**config.mk**
```make
export PLATFORM = sky130hd
export DESIGN_NAME = gs_test_sequencer
export DESIGN_NICKNAME = d
export VERILOG_FILES = /design/src/rtl/gs_test_sequencer.sv
export SDC_FILE = /design/constraint.sdc
export NUM_CORES = 1
export LEC_CHECK = 0
export BUFFER_PORTS_ARGS = -buffer_cell sky130_fd_sc_hd__buf_2
export CAP_MARGIN = 20
export CORE_MARGIN = 5
export CORE_UTILIZATION = 55
export DETAILED_ROUTE_END_ITERATION = 10
export HOLD_SLACK_MARGIN = 0.05
export PLACE_DENSITY = 0.91
export SLEW_MARGIN = 20
export SYNTH_ARGS = -nofsm -noshare
export SYNTH_HDL_FRONTEND = slang
export SYNTH_SLANG_ARGS = --single-unit
```
**constraint.sdc**
```tcl
create_clock -name bus_clk -period 5.9 [get_ports bus_clk]
set_input_delay 0.295 -clock bus_clk [delete_from_list [all_inputs] [get_ports bus_clk]]
set_output_delay 0.295 -clock bus_clk [all_outputs]
set_load 0.01 [all_outputs]
```
**src/rtl/gs_test_sequencer.sv**
```systemverilog
// gs_test_sequencer
// Runs one evoked-potential acquisition: R stimulus pulses, each followed by
// N captured ADC samples and G skipped gap samples, then flags eof to the
// host reader. Sits between the xillybus command/read streams, the sample
// source and the raw-signal FIFO.
//
// Handshakes:
//   Command port: a word is taken on a cycle where cmd_wren=1 and cmd_full=0.
//   Samples: sample_valid is a one-cycle strobe. There is no backpressure;
//   a strobe arriving while cap_full=1 during capture is lost and overrun is set.
//   FIFO port: cap_wren=1 for one cycle per written word. It is issued only
//   for strobes that saw cap_full=0.
module gs_test_sequencer #(
    parameter int STIM_CYCLES = 16
) (
    input  logic        bus_clk,
    input  logic        rst,
    input  logic        cmd_wren,
    input  logic [31:0] cmd_data,
    output logic        cmd_full,
    input  logic        rd_open,
    input  logic        sample_valid,
    input  logic [15:0] sample_data,
    output logic        stim_pulse,
    output logic        cap_wren,
    output logic [15:0] cap_data,
    input  logic        cap_full,
    output logic        eof,
    output logic        busy,
    output logic        overrun,
    output logic [2:0]  dbg_state
);

    localparam int SW = (STIM_CYCLES > 1) ? $clog2(STIM_CYCLES) : 1;
    localparam logic [SW-1:0] STIM_LAST = SW'(STIM_CYCLES - 1);

    typedef enum logic [2:0] {
        S_IDLE    = 3'd0,
        S_STIM    = 3'd1,
        S_CAPTURE = 3'd2,
        S_GAP     = 3'd3,
        S_DONE    = 3'd4
    } state_t;

    state_t        r_state;
    state_t        w_state_nxt;

    logic [11:0]   r_n;
    logic [11:0]   r_g;
    logic [7:0]    r_r;
    logic [11:0]   r_cnt;
    logic [7:0]    r_rep;
    logic [SW-1:0] r_stim_cnt;
    logic          r_cap_wren;
    logic [15:0]   r_cap_data;
    logic          r_overrun;

    logic          w_cmd_ok;
    logic          w_accept;
    logic          w_write;
    logic          w_drop;
    logic          w_samp_last;
    logic          w_gap_last;
    logic          w_rep_last;

    // The command port is only open while idle.
    assign cmd_full    = (r_state != S_IDLE);
    assign busy        = (r_state != S_IDLE);
    assign eof         = (r_state == S_DONE);
    // Pulse follows the registered state but is cut the moment the reader closes.
    assign stim_pulse  = (r_state == S_STIM) && rd_open;
    assign cap_wren    = r_cap_wren;
    assign cap_data    = r_cap_data;
    assign overrun     = r_overrun;
    assign dbg_state   = r_state;

    assign w_cmd_ok    = cmd_wren && !cmd_full && rd_open &&
                         (cmd_data[11:0] != 12'd0) && (cmd_data[31:24] != 8'd0);
    assign w_samp_last = (r_cnt == (r_n - 12'd1));
    assign w_gap_last  = (r_cnt == (r_g - 12'd1));
    assign w_rep_last  = (r_rep == (r_r - 8'd1));

    // State register.
    always_ff @(posedge bus_clk) begin
        if (rst) begin
            r_state <= S_IDLE;
        end else begin
            r_state <= w_state_nxt;
        end
    end

    // Next-state decode plus per-cycle capture decisions; reader close beats progress.
    always_comb begin
        w_state_nxt = r_state;
        w_accept    = 1'b0;
        w_write     = 1'b0;
        w_drop      = 1'b0;
        case (r_state)
            S_IDLE: begin
                if (w_cmd_ok) begin
                    w_accept    = 1'b1;
                    w_state_nxt = S_STIM;
                end
            end
            S_STIM: begin
                if (!rd_open) begin
                    w_state_nxt = S_IDLE;
                end else if (r_stim_cnt == STIM_LAST) begin
                    w_state_nxt = S_CAPTURE;
                end
            end
            S_CAPTURE: begin
                if (!rd_open) begin
                    w_state_nxt = S_IDLE;
                end else if (sample_valid) begin
                    w_write = !cap_full;
                    w_drop  = cap_full;
                    if (w_samp_last) begin
                        if (w_rep_last) begin
                            w_state_nxt = S_DONE;
                        end else if (r_g == 12'd0) begin
                            w_state_nxt = S_STIM;
                        end else begin
                            w_state_nxt = S_GAP;
                        end
                    end
                end
            end
            S_GAP: begin
                if (!rd_open) begin
                    w_state_nxt = S_IDLE;
                end else if (sample_valid && w_gap_last) begin
                    w_state_nxt = S_STIM;
                end
            end
            S_DONE: begin
                if (!rd_open) begin
                    w_state_nxt = S_IDLE;
                end
            end
            default: begin
                w_state_nxt = S_IDLE;
            end
        endcase
    end

    // Run parameters, counters, FIFO write port and the sticky overrun flag.
    always_ff @(posedge bus_clk) begin
        if (rst) begin
            r_n        <= 12'd0;
            r_g        <= 12'd0;
            r_r        <= 8'd0;
            r_cnt      <= 12'd0;
            r_rep      <= 8'd0;
            r_stim_cnt <= '0;
            r_cap_wren <= 1'b0;
            r_cap_data <= 16'h0;
            r_overrun  <= 1'b0;
        end else begin
            r_cap_wren <= w_write;
            if (w_write) begin
                r_cap_data <= sample_data;
            end

            if (w_accept) begin
                r_n       <= cmd_data[11:0];
                r_g       <= cmd_data[23:12];
                r_r       <= cmd_data[31:24];
                r_overrun <= 1'b0;
            end else if (w_drop) begin
                r_overrun <= 1'b1;
            end

            // Pulse length counter runs only while staying in STIM.
            if (r_state == S_STIM && w_state_nxt == S_STIM) begin
                r_stim_cnt <= r_stim_cnt + SW'(1);
            end else begin
                r_stim_cnt <= '0;
            end

            // One counter serves both the capture epoch and the gap; it restarts on every state change.
            if (w_state_nxt != r_state) begin
                r_cnt <= 12'd0;
            end else if (sample_valid && (r_state == S_CAPTURE || r_state == S_GAP)) begin
                r_cnt <= r_cnt + 12'd1;
            end

            // Completed repetitions; the last one exits to DONE without incrementing.
            if (w_accept) begin
                r_rep <= 8'd0;
            end else if (r_state == S_CAPTURE &&
                         (w_state_nxt == S_STIM || w_state_nxt == S_GAP)) begin
                r_rep <= r_rep + 8'd1;
            end
        end
    end

endmodule

```
==> implementation parameters, run 1 <==
Parameter                              Value

Yosys
  Share of Yosys cell area claimed by the top area cell type    37.0%
  Post-synthesis cell area    4170 sq um
  Top cells by area in the synthesized netlist    sky130_fd_sc_hd__dfxtp_1 37%, sky130_fd_sc_hd__mux2i_1 7.7%, sky130_fd_sc_hd__nor2_1 6.2%
  FFs w/ async S/R, synth    0%
  Main synth FF type    sky130_fd_sc_hd__dfxtp_1
  Register area share after synthesis    37.0%
  Post-Synthesis Net Count    564
  Count of mapped cells out of synthesis    504
  Post-Syn Area per Cell    8.27 sq um
  Synth Warn #    0
  Count of flip-flops with a built-in enable after synthesis    0
  Total of flip-flops plus latches after synthesis    77
  Cell type with the largest total area after synthesis    sky130_fd_sc_hd__dfxtp_1
  Synth unique cells    60

Power
  Cell leakage power    0.00203 uW
  Power Dens Cells    232 nW/um^2
  Post-layout power    1110 uW
  Maximum vdd drop    0.148 mV

Die
  Area enclosed by the die boundary    9420 sq um
  Starting utilization of the core area    56.8%
  Row Count    31
  Width of the die    97.0 um
  Die outline height    97.0 um
  Area of the placeable core    7330 sq um
  Top-Level Pins    79

GRT
  Largest net degree at the start of global routing    55
  Antenna violations before repair    0
  Global-route wire length before repair    17600 um
  Vias in the first global route    3791
  Remaining global-route overflow    0
  Total track usage    22.1%

Worst setup path
  Crit. End Element    flip-flop
  Data arrival time at the worst-slack endpoint    3670 ps
  Kind of launch point of the worst setup path    flip-flop
  Max incr delay on CP    690 ps
  Required time of the worst setup path    6180 ps
  Number of cell instances on the worst register-to-register path    9
  Maximum fanout along the worst path    8
  Critical path start-end classification    flip-flop to flip-flop
  Worst reg2reg startpoint    r_n[0]
  Dominant delay contributor by cell family on the critical path    simple AND/OR/NAND/NOR gates
  R2R setup slack    2510 ps
  Combined buffer and inverter count along the critical path    1
  Terminus of the critical flop-to-flop path    r_rep[2]
  Crit-path slowest cell    sky130_fd_sc_hd__or4b_1
  Cells along the critical path    inv_1 -> ha_1 -> o21ba_2 -> a221oi_2 -> a41oi_1 -> or4_4 -> or4b_1 -> or4_1 -> a21oi_1

Drt
  Number of vias in the routed layout    3951
  DR vias/cell    5.85
  DRT antenna net count    0
  Number of DRC markers in iteration 0    249
  DRC violations left    0
  Final routed wire length divided by cell count    15.6 um
  Count of TritonRoute iterations in the first routing pass    5
  Total routed wirelength    10500 um

Clock tree
  Maximum level of the CTS H-tree    3
  Setup bufs post-CTS    0
  Hold_buf cts    0
  Clock network latency to the later pin of the worst-skew pair    360 ps
  Buffer cell driving the clock tree root    sky130_fd_sc_hd__clkbuf_8
  Clock Path Buffers    2
  Clock Sinks    77
  Number of resized instances in the post-cts repair step    0
  TritonCTS Buffers    9
  Clock tree from TritonCTS    done
  Clock Pin Slew Worst Setup and Hold Paths    90 ps

Final layout
  Number of filler instances in the final layout    596
  Leading cell type in the layout, fill and taps excluded    sky130_fd_sc_hd__buf_2
  # diodes    0
  Number of nets in the finished design    632
  Top library cells by usage in the layout, fill and taps aside    78 x sky130_fd_sc_hd__buf_2, 77 x sky130_fd_sc_hd__dfxtp_1, 69 x sky130_fd_sc_hd__nor2_1
  Synth-to-layout area growth    14.9%
  Share of final-layout standard cells stronger than drive strength 1    17.7%

Placed design
  Global placer's final weighted congestion    0.956
  Count of buffers inserted at the top-level ports    78
  Half-perimeter wire length after placement    7730 um

Job
  Max_cap viols    0

Timing
  Minimum period implied by the final worst setup slack    3390 ps
  Count of endpoints failing setup in the final report    0
  Least-Margin Pin Slew    985 ps
  Final-report max-slew violation count    0
  Portion of the clock cycle consumed by the worst path in the final layout    57.4%
  Final hold violation count    0
  Sum Neg Setup Slack    0 ps
  Worst-case headroom to the max-slew limit    33.8%
  Setup repair after global routing missed its margin    false
  Fmax    295 MHz
  Final Skew    9.62 ps

Min path
  Source of the worst hold timing path    sample_data[0]
  Tightest Hold Check Type    input pin to flip-flop
  Destination of the worst hold path    cap_data[0]
  Number of instances on the worst hold path    3

Run status
  Run status    complete, no violations
[metrics by stage]
| stage | worst slack [ps] | cell area (sq um) | utilization (%) | instances | hold slack (ps) |
|---|---|---|---|---|---|
| 2_1_floorplan | 2790 | 4170 | - | 504 | 431 |
| 3_3_place_gp | 2650 | 4590 | 62.6 | 660 | 439 |
| 3_5_place_dp | 2560 | 4590 | 62.6 | 660 | 443 |
| 4_1_cts | 2520 | 4780 | 65.2 | 675 | 162 |
| 5_1_grt | 2350 | 4790 | 65.3 | 675 | 160 |
| 6_report | 2510 | 4790 | 65.3 | 675 | 161 |
[where the power goes]
group / switching, uW / internal (uW)
Clock: 204 / 195
Combinational: 87.7 / 77.3
Sequential: 16.9 / 531
[registers in the layout, indices dropped and copies added (netlist names)]
signal	flops
r_stim_cnt	4
r_rep	8
dbg_state	3
r_cnt	12
cap_wren	1
overrun	1
cap_data	16
r_r	8
r_g	12
r_n	12
[worst register-to-register path, delay by kind of cell, from the launching register on]
kind | cells | cell delay, ps
AND/OR/NAND/NOR | 3 | 1840
AO/OA/AOI/OAI | 4 | 710
flip-flops | 1 | 420
adder cells (fa/ha/maj) | 1 | 270
buffers and inverters | 1 | 70
[kinds of logic after synthesis]
logic type      share of synthesized area, %
simple gates                            26.4
compound gates                          12.8
flops                                   37.0
xor+xnor                                10.5
buf+inv                                 3.51
mux                                     7.96
fa+ha+maj                               1.80
[synth_stat cells, types with 2 or more instances]
master,number
sky130_fd_sc_hd__dfxtp_1,77
sky130_fd_sc_hd__nor2_1,69
sky130_fd_sc_hd__nand2_1,56
sky130_fd_sc_hd__mux2i_1,32
sky130_fd_sc_hd__a21oi_1,28
sky130_fd_sc_hd__xnor2_1,27
sky130_fd_sc_hd__xor2_1,23
sky130_fd_sc_hd__nand3_1,19
sky130_fd_sc_hd__clkbuf_1,16
sky130_fd_sc_hd__nor3_1,16
sky130_fd_sc_hd__nor4_1,16
sky130_fd_sc_hd__inv_1,14
sky130_fd_sc_hd__and3_1,9
sky130_fd_sc_hd__nand2b_1,7
sky130_fd_sc_hd__or4_1,7
sky130_fd_sc_hd__ha_1,6
sky130_fd_sc_hd__o21ai_0,6
sky130_fd_sc_hd__a211oi_1,4
sky130_fd_sc_hd__a31oi_1,4
sky130_fd_sc_hd__nor2b_1,4
sky130_fd_sc_hd__nand4_1,3
sky130_fd_sc_hd__o311ai_0,3
sky130_fd_sc_hd__o31ai_1,3
sky130_fd_sc_hd__o41ai_1,3
sky130_fd_sc_hd__or2_2,3
sky130_fd_sc_hd__or3_1,3
sky130_fd_sc_hd__a211o_1,2
sky130_fd_sc_hd__a221oi_1,2
sky130_fd_sc_hd__a41oi_1,2
sky130_fd_sc_hd__and2_1,2
sky130_fd_sc_hd__and3b_1,2
sky130_fd_sc_hd__clkbuf_2,2
sky130_fd_sc_hd__nor4b_1,2
sky130_fd_sc_hd__o2111ai_1,2
sky130_fd_sc_hd__o21a_1,2
sky130_fd_sc_hd__o21ba_2,2
sky130_fd_sc_hd__o21bai_1,2
sky130_fd_sc_hd__or4b_1,2
[layout make-up]
class                   count  area, sq um  share of cell area [%]
clock buffers              10          128                    2.67
inverters                  14         52.6                    1.10
well taps                  99          124                    2.59
clock inverters             5         61.3                    1.28
flip-flops and latches     77         1540                    32.2
multi-input cells         392         2490                    52.0
repair buffers             78          390                    8.15
[how the worst max path moves through the flow]
stage / start / end / cells past startpoint
global placement: r_n[0] / r_rep[2] / 9
CTS: r_n[0] / r_rep[2] / 9
global route: r_n[0] / r_rep[2] / 9
detailed placement: r_n[0] / r_rep[2] / 9
floorplan: r_n[0] / r_rep[2] / 10
finish: r_n[0] / r_rep[2] / 9
[routing by layer]
layer	wire length (um)	global-route usage, %	share of wire [%]	vias to the layer above
li1	-	-	-	1932
met2	5200	37.5	49	167
met5	0	0	0	-
met3	634	3.81	6.0	27
met4	280	9.72	2.7	0
met1	4390	27.4	42	1825
Power figures use the tool's default switching activity.
==> inputs of run 2 (changes only) <==
CORE_UTILIZATION = 50   (was 55)
PLACE_DENSITY = 0.88   (was 0.91)
clock period = 2.8 ns   (was 5.9 ns; I/O delays follow)
==> implementation parameters, run 2 (synthesis gave the netlist of run 1 again) <==
Parameter                              Value

Min path
  Tightest Hold Check Type    input pin to flip-flop (unchanged)
  Source of the worst hold timing path    cmd_data[8] (was sample_data[0])

Run status
  Run status    complete, but fails checks (was complete, no violations)
  Violated checks    negative setup slack

Final layout
  Number of nets in the finished design    707 (was 632)
  # diodes    0 (unchanged)
  Number of flip-flops in the largest register    16 (unchanged)
  Post-layout utilization of the core    69.2% (was 65.3%)
  Top library cells by usage in the layout, fill and taps aside    78 x sky130_fd_sc_hd__buf_2, 74 x sky130_fd_sc_hd__dfxtp_1, 69 x sky130_fd_sc_hd__nor2_1 (was 78 x sky130_fd_sc_hd__buf_2, 77 x sky130_fd_sc_hd__dfxtp_1, 69 x sky130_fd_sc_hd__nor2_1)
  Leading cell type in the layout, fill and taps excluded    sky130_fd_sc_hd__buf_2 (unchanged)
  Share of final-layout standard cells stronger than drive strength 1    25.5% (was 17.7%)
  Synth-to-layout area growth    35.9% (was 14.9%)

Die
  Row Count    33 (was 31)
  Top-Level Pins    79 (unchanged)
  Die outline height    101 um (was 97.0 um)
  Area of the placeable core    8180 sq um (was 7330 sq um)
  Starting utilization of the core area    51.0% (was 56.8%)
  Area enclosed by the die boundary    10300 sq um (was 9420 sq um)
  Width of the die    101 um (was 97.0 um)

Clock tree
  Clock tree from TritonCTS    done (unchanged)
  TritonCTS Buffers    9 (unchanged)
  Clock Sinks    77 (unchanged)
  Maximum level of the CTS H-tree    3 (unchanged)
  Clock Path Buffers    2 (unchanged)
  Buffer cell driving the clock tree root    sky130_fd_sc_hd__clkbuf_8 (unchanged)
  Clock network latency to the later pin of the worst-skew pair    370 ps (was 360 ps)
  Clock Pin Slew Worst Setup and Hold Paths    90 ps (about the same)

Worst setup path
  Required time of the worst setup path    3040 ps (was 6180 ps)
  Maximum fanout along the worst path    7 (was 8)
  Data arrival time at the worst-slack endpoint    3180 ps (was 3670 ps)
  Critical path origin    r_n[9] (was r_n[0])
  Critical path start-end classification    flip-flop to flip-flop (unchanged)
  Worst reg2reg startpoint    r_n[9] (was r_n[0])
  Kind of launch point of the worst setup path    flip-flop (unchanged)
  Crit. End Element    flip-flop (unchanged)

Drt
  Routed length on met1    5230 um (was 4390 um)
  Highest signal layer in the routed design    met4 (unchanged)
  Count of TritonRoute iterations in the first routing pass    6 (was 5)
  Final routed wire length divided by cell count    18.5 um (was 15.6 um)
  Number of vias in the routed layout    4693 (was 3951)
  Routed met3 length    1250 um (was 634 um)
  Total length of routed met2 wires    6510 um (was 5200 um)
  Total routed wirelength    14000 um (was 10500 um)
  DRC violations left    0 (unchanged)
  DRT antenna net count    0 (unchanged)
  DR vias/cell    6.21 (was 5.85)
  Number of DRC markers in iteration 0    630 (was 249)

GRT
  Remaining global-route overflow    0 (unchanged)
  Global-route wire length before repair    20500 um (was 17600 um)
  Vias in the first global route    4362 (was 3791)
  Largest net degree at the start of global routing    54 (was 55)
  Antenna violations before repair    0 (unchanged)
  Total track usage    24.9% (was 22.1%)

Timing
  Final-report max-slew violation count    0 (unchanged)
  Portion of the clock cycle consumed by the worst path in the final layout    105% (was 57.4%)
  Final Skew    16.6 ps (was 9.62 ps)
  Final WS setup    -132 ps (was 2510 ps)
  Minimum period implied by the final worst setup slack    2930 ps (was 3390 ps)
  Least-Margin Pin Slew    685 ps (was 985 ps)
  Sum Neg Setup Slack    -288 ps (was 0 ps)
  Worst-case headroom to the max-slew limit    53.9% (was 33.8%)
  Count of endpoints failing setup in the final report    3 (was 0)
  Fmax    341 MHz (was 295 MHz)
  Setup repair after global routing missed its margin    true (was false)
  Final hold violation count    0 (unchanged)

Power
  Maximum vdd drop    0.286 mV (was 0.148 mV)
  Cell leakage power    0.00245 uW (was 0.00203 uW)
  Power Dens Cells    446 nW/um^2 (was 232 nW/um^2)

Placed design
  Half-perimeter wire length after placement    8310 um (was 7730 um)
  Global placer's final weighted congestion    0.943 (was 0.956)
  Count of buffers inserted at the top-level ports    78 (unchanged)

Job
  Max_cap viols    0 (unchanged)
==> run 2: cell count changes in the layout (fill, tap and decap cells not counted), moves of 3 or more <==
cell	previous run	this run
sky130_fd_sc_hd__a21oi_1	28	25
sky130_fd_sc_hd__a21oi_2	0	3
sky130_fd_sc_hd__buf_4	0	33
sky130_fd_sc_hd__clkinvlp_4	3	0
sky130_fd_sc_hd__dfxtp_1	77	74
sky130_fd_sc_hd__dlygate4sd3_1	0	40
sky130_fd_sc_hd__nor3_1	16	11
sky130_fd_sc_hd__nor3_2	0	3
sky130_fd_sc_hd__o311ai_0	3	0
sky130_fd_sc_hd__o311ai_1	0	3
==> run 2: worst max-delay path, stage by stage, from the launching register on <==
cell	delay [ps]
sky130_fd_sc_hd__dfxtp_1	370
sky130_fd_sc_hd__xnor2_2	360
sky130_fd_sc_hd__xnor2_1	160
sky130_fd_sc_hd__a221oi_1	120
sky130_fd_sc_hd__o41ai_1	640
sky130_fd_sc_hd__or4b_4	610
sky130_fd_sc_hd__o311ai_1	410
sky130_fd_sc_hd__o41ai_2	140
==> run 2: layer usage <==
metal | up-vias | track usage (%)
met3 | 120 | 5.30
met1 | 2146 | 29.5
met4 | 0 | 12.3
met5 | - | 0
met2 | 355 | 42.5
li1 | 2072 | -
==> run 2: per-stage QoR <==
| stage | hold slack [ps] | power [uW] | std cells | setup WS, ps | cell area [sq um] |
|---|---|---|---|---|---|
| 2_1_floorplan | 276 | 1420 | 504 | 4.83 | 4200 |
| 3_3_place_gp | 369 | 1540 | 696 | -9.80 | 4870 |
| 3_5_place_dp | 380 | 1560 | 696 | -104 | 4870 |
| 4_1_cts | 50.6 | 2460 | 751 | 1.69 | 5490 |
| 5_1_grt | 71.8 | 2600 | 756 | -167 | 5660 |
| 6_report | 47.5 | 2520 | 756 | -132 | 5660 |
==> run 2: worst paths after layout <==
| path | endpoint | slack, ps | cells after the start |
|---|---|---|---|
| max | r_rep[4] | -130 | 7 |
| min | r_n[8] | 50 | 3 |
| max reg2reg | r_rep[4] | -130 | 7 |
| min reg2reg | cap_data[4] | 460 | 2 |
==> run 2: final cells by class <==
type | instances | area [sq um]
Fill cell | 562 | 2510
Tap cell | 105 | 131
Timing Repair Buffer | 153 | 1080
Clock inverter | 3 | 43.8
Clock buffer | 12 | 155
Inverter | 14 | 52.6
Sequential cell | 77 | 1550
Multi-Input combinational cell | 392 | 2650
==> run 2: what timing repair did <==
action / in CTS / in global routing
endpoints found under the setup margin: 10 / 27
hold buffers: 39 / 1
buffers inserted: 1 / 4
pin swaps: 4 / 12
resized for setup: 5 / 27
endpoints found under the hold margin: 39 / 1
==> run 2: report_power, final <==
group,internal [uW],switching [uW]
Sequential,1120,32.9
Clock,458,424
Combinational,242,247
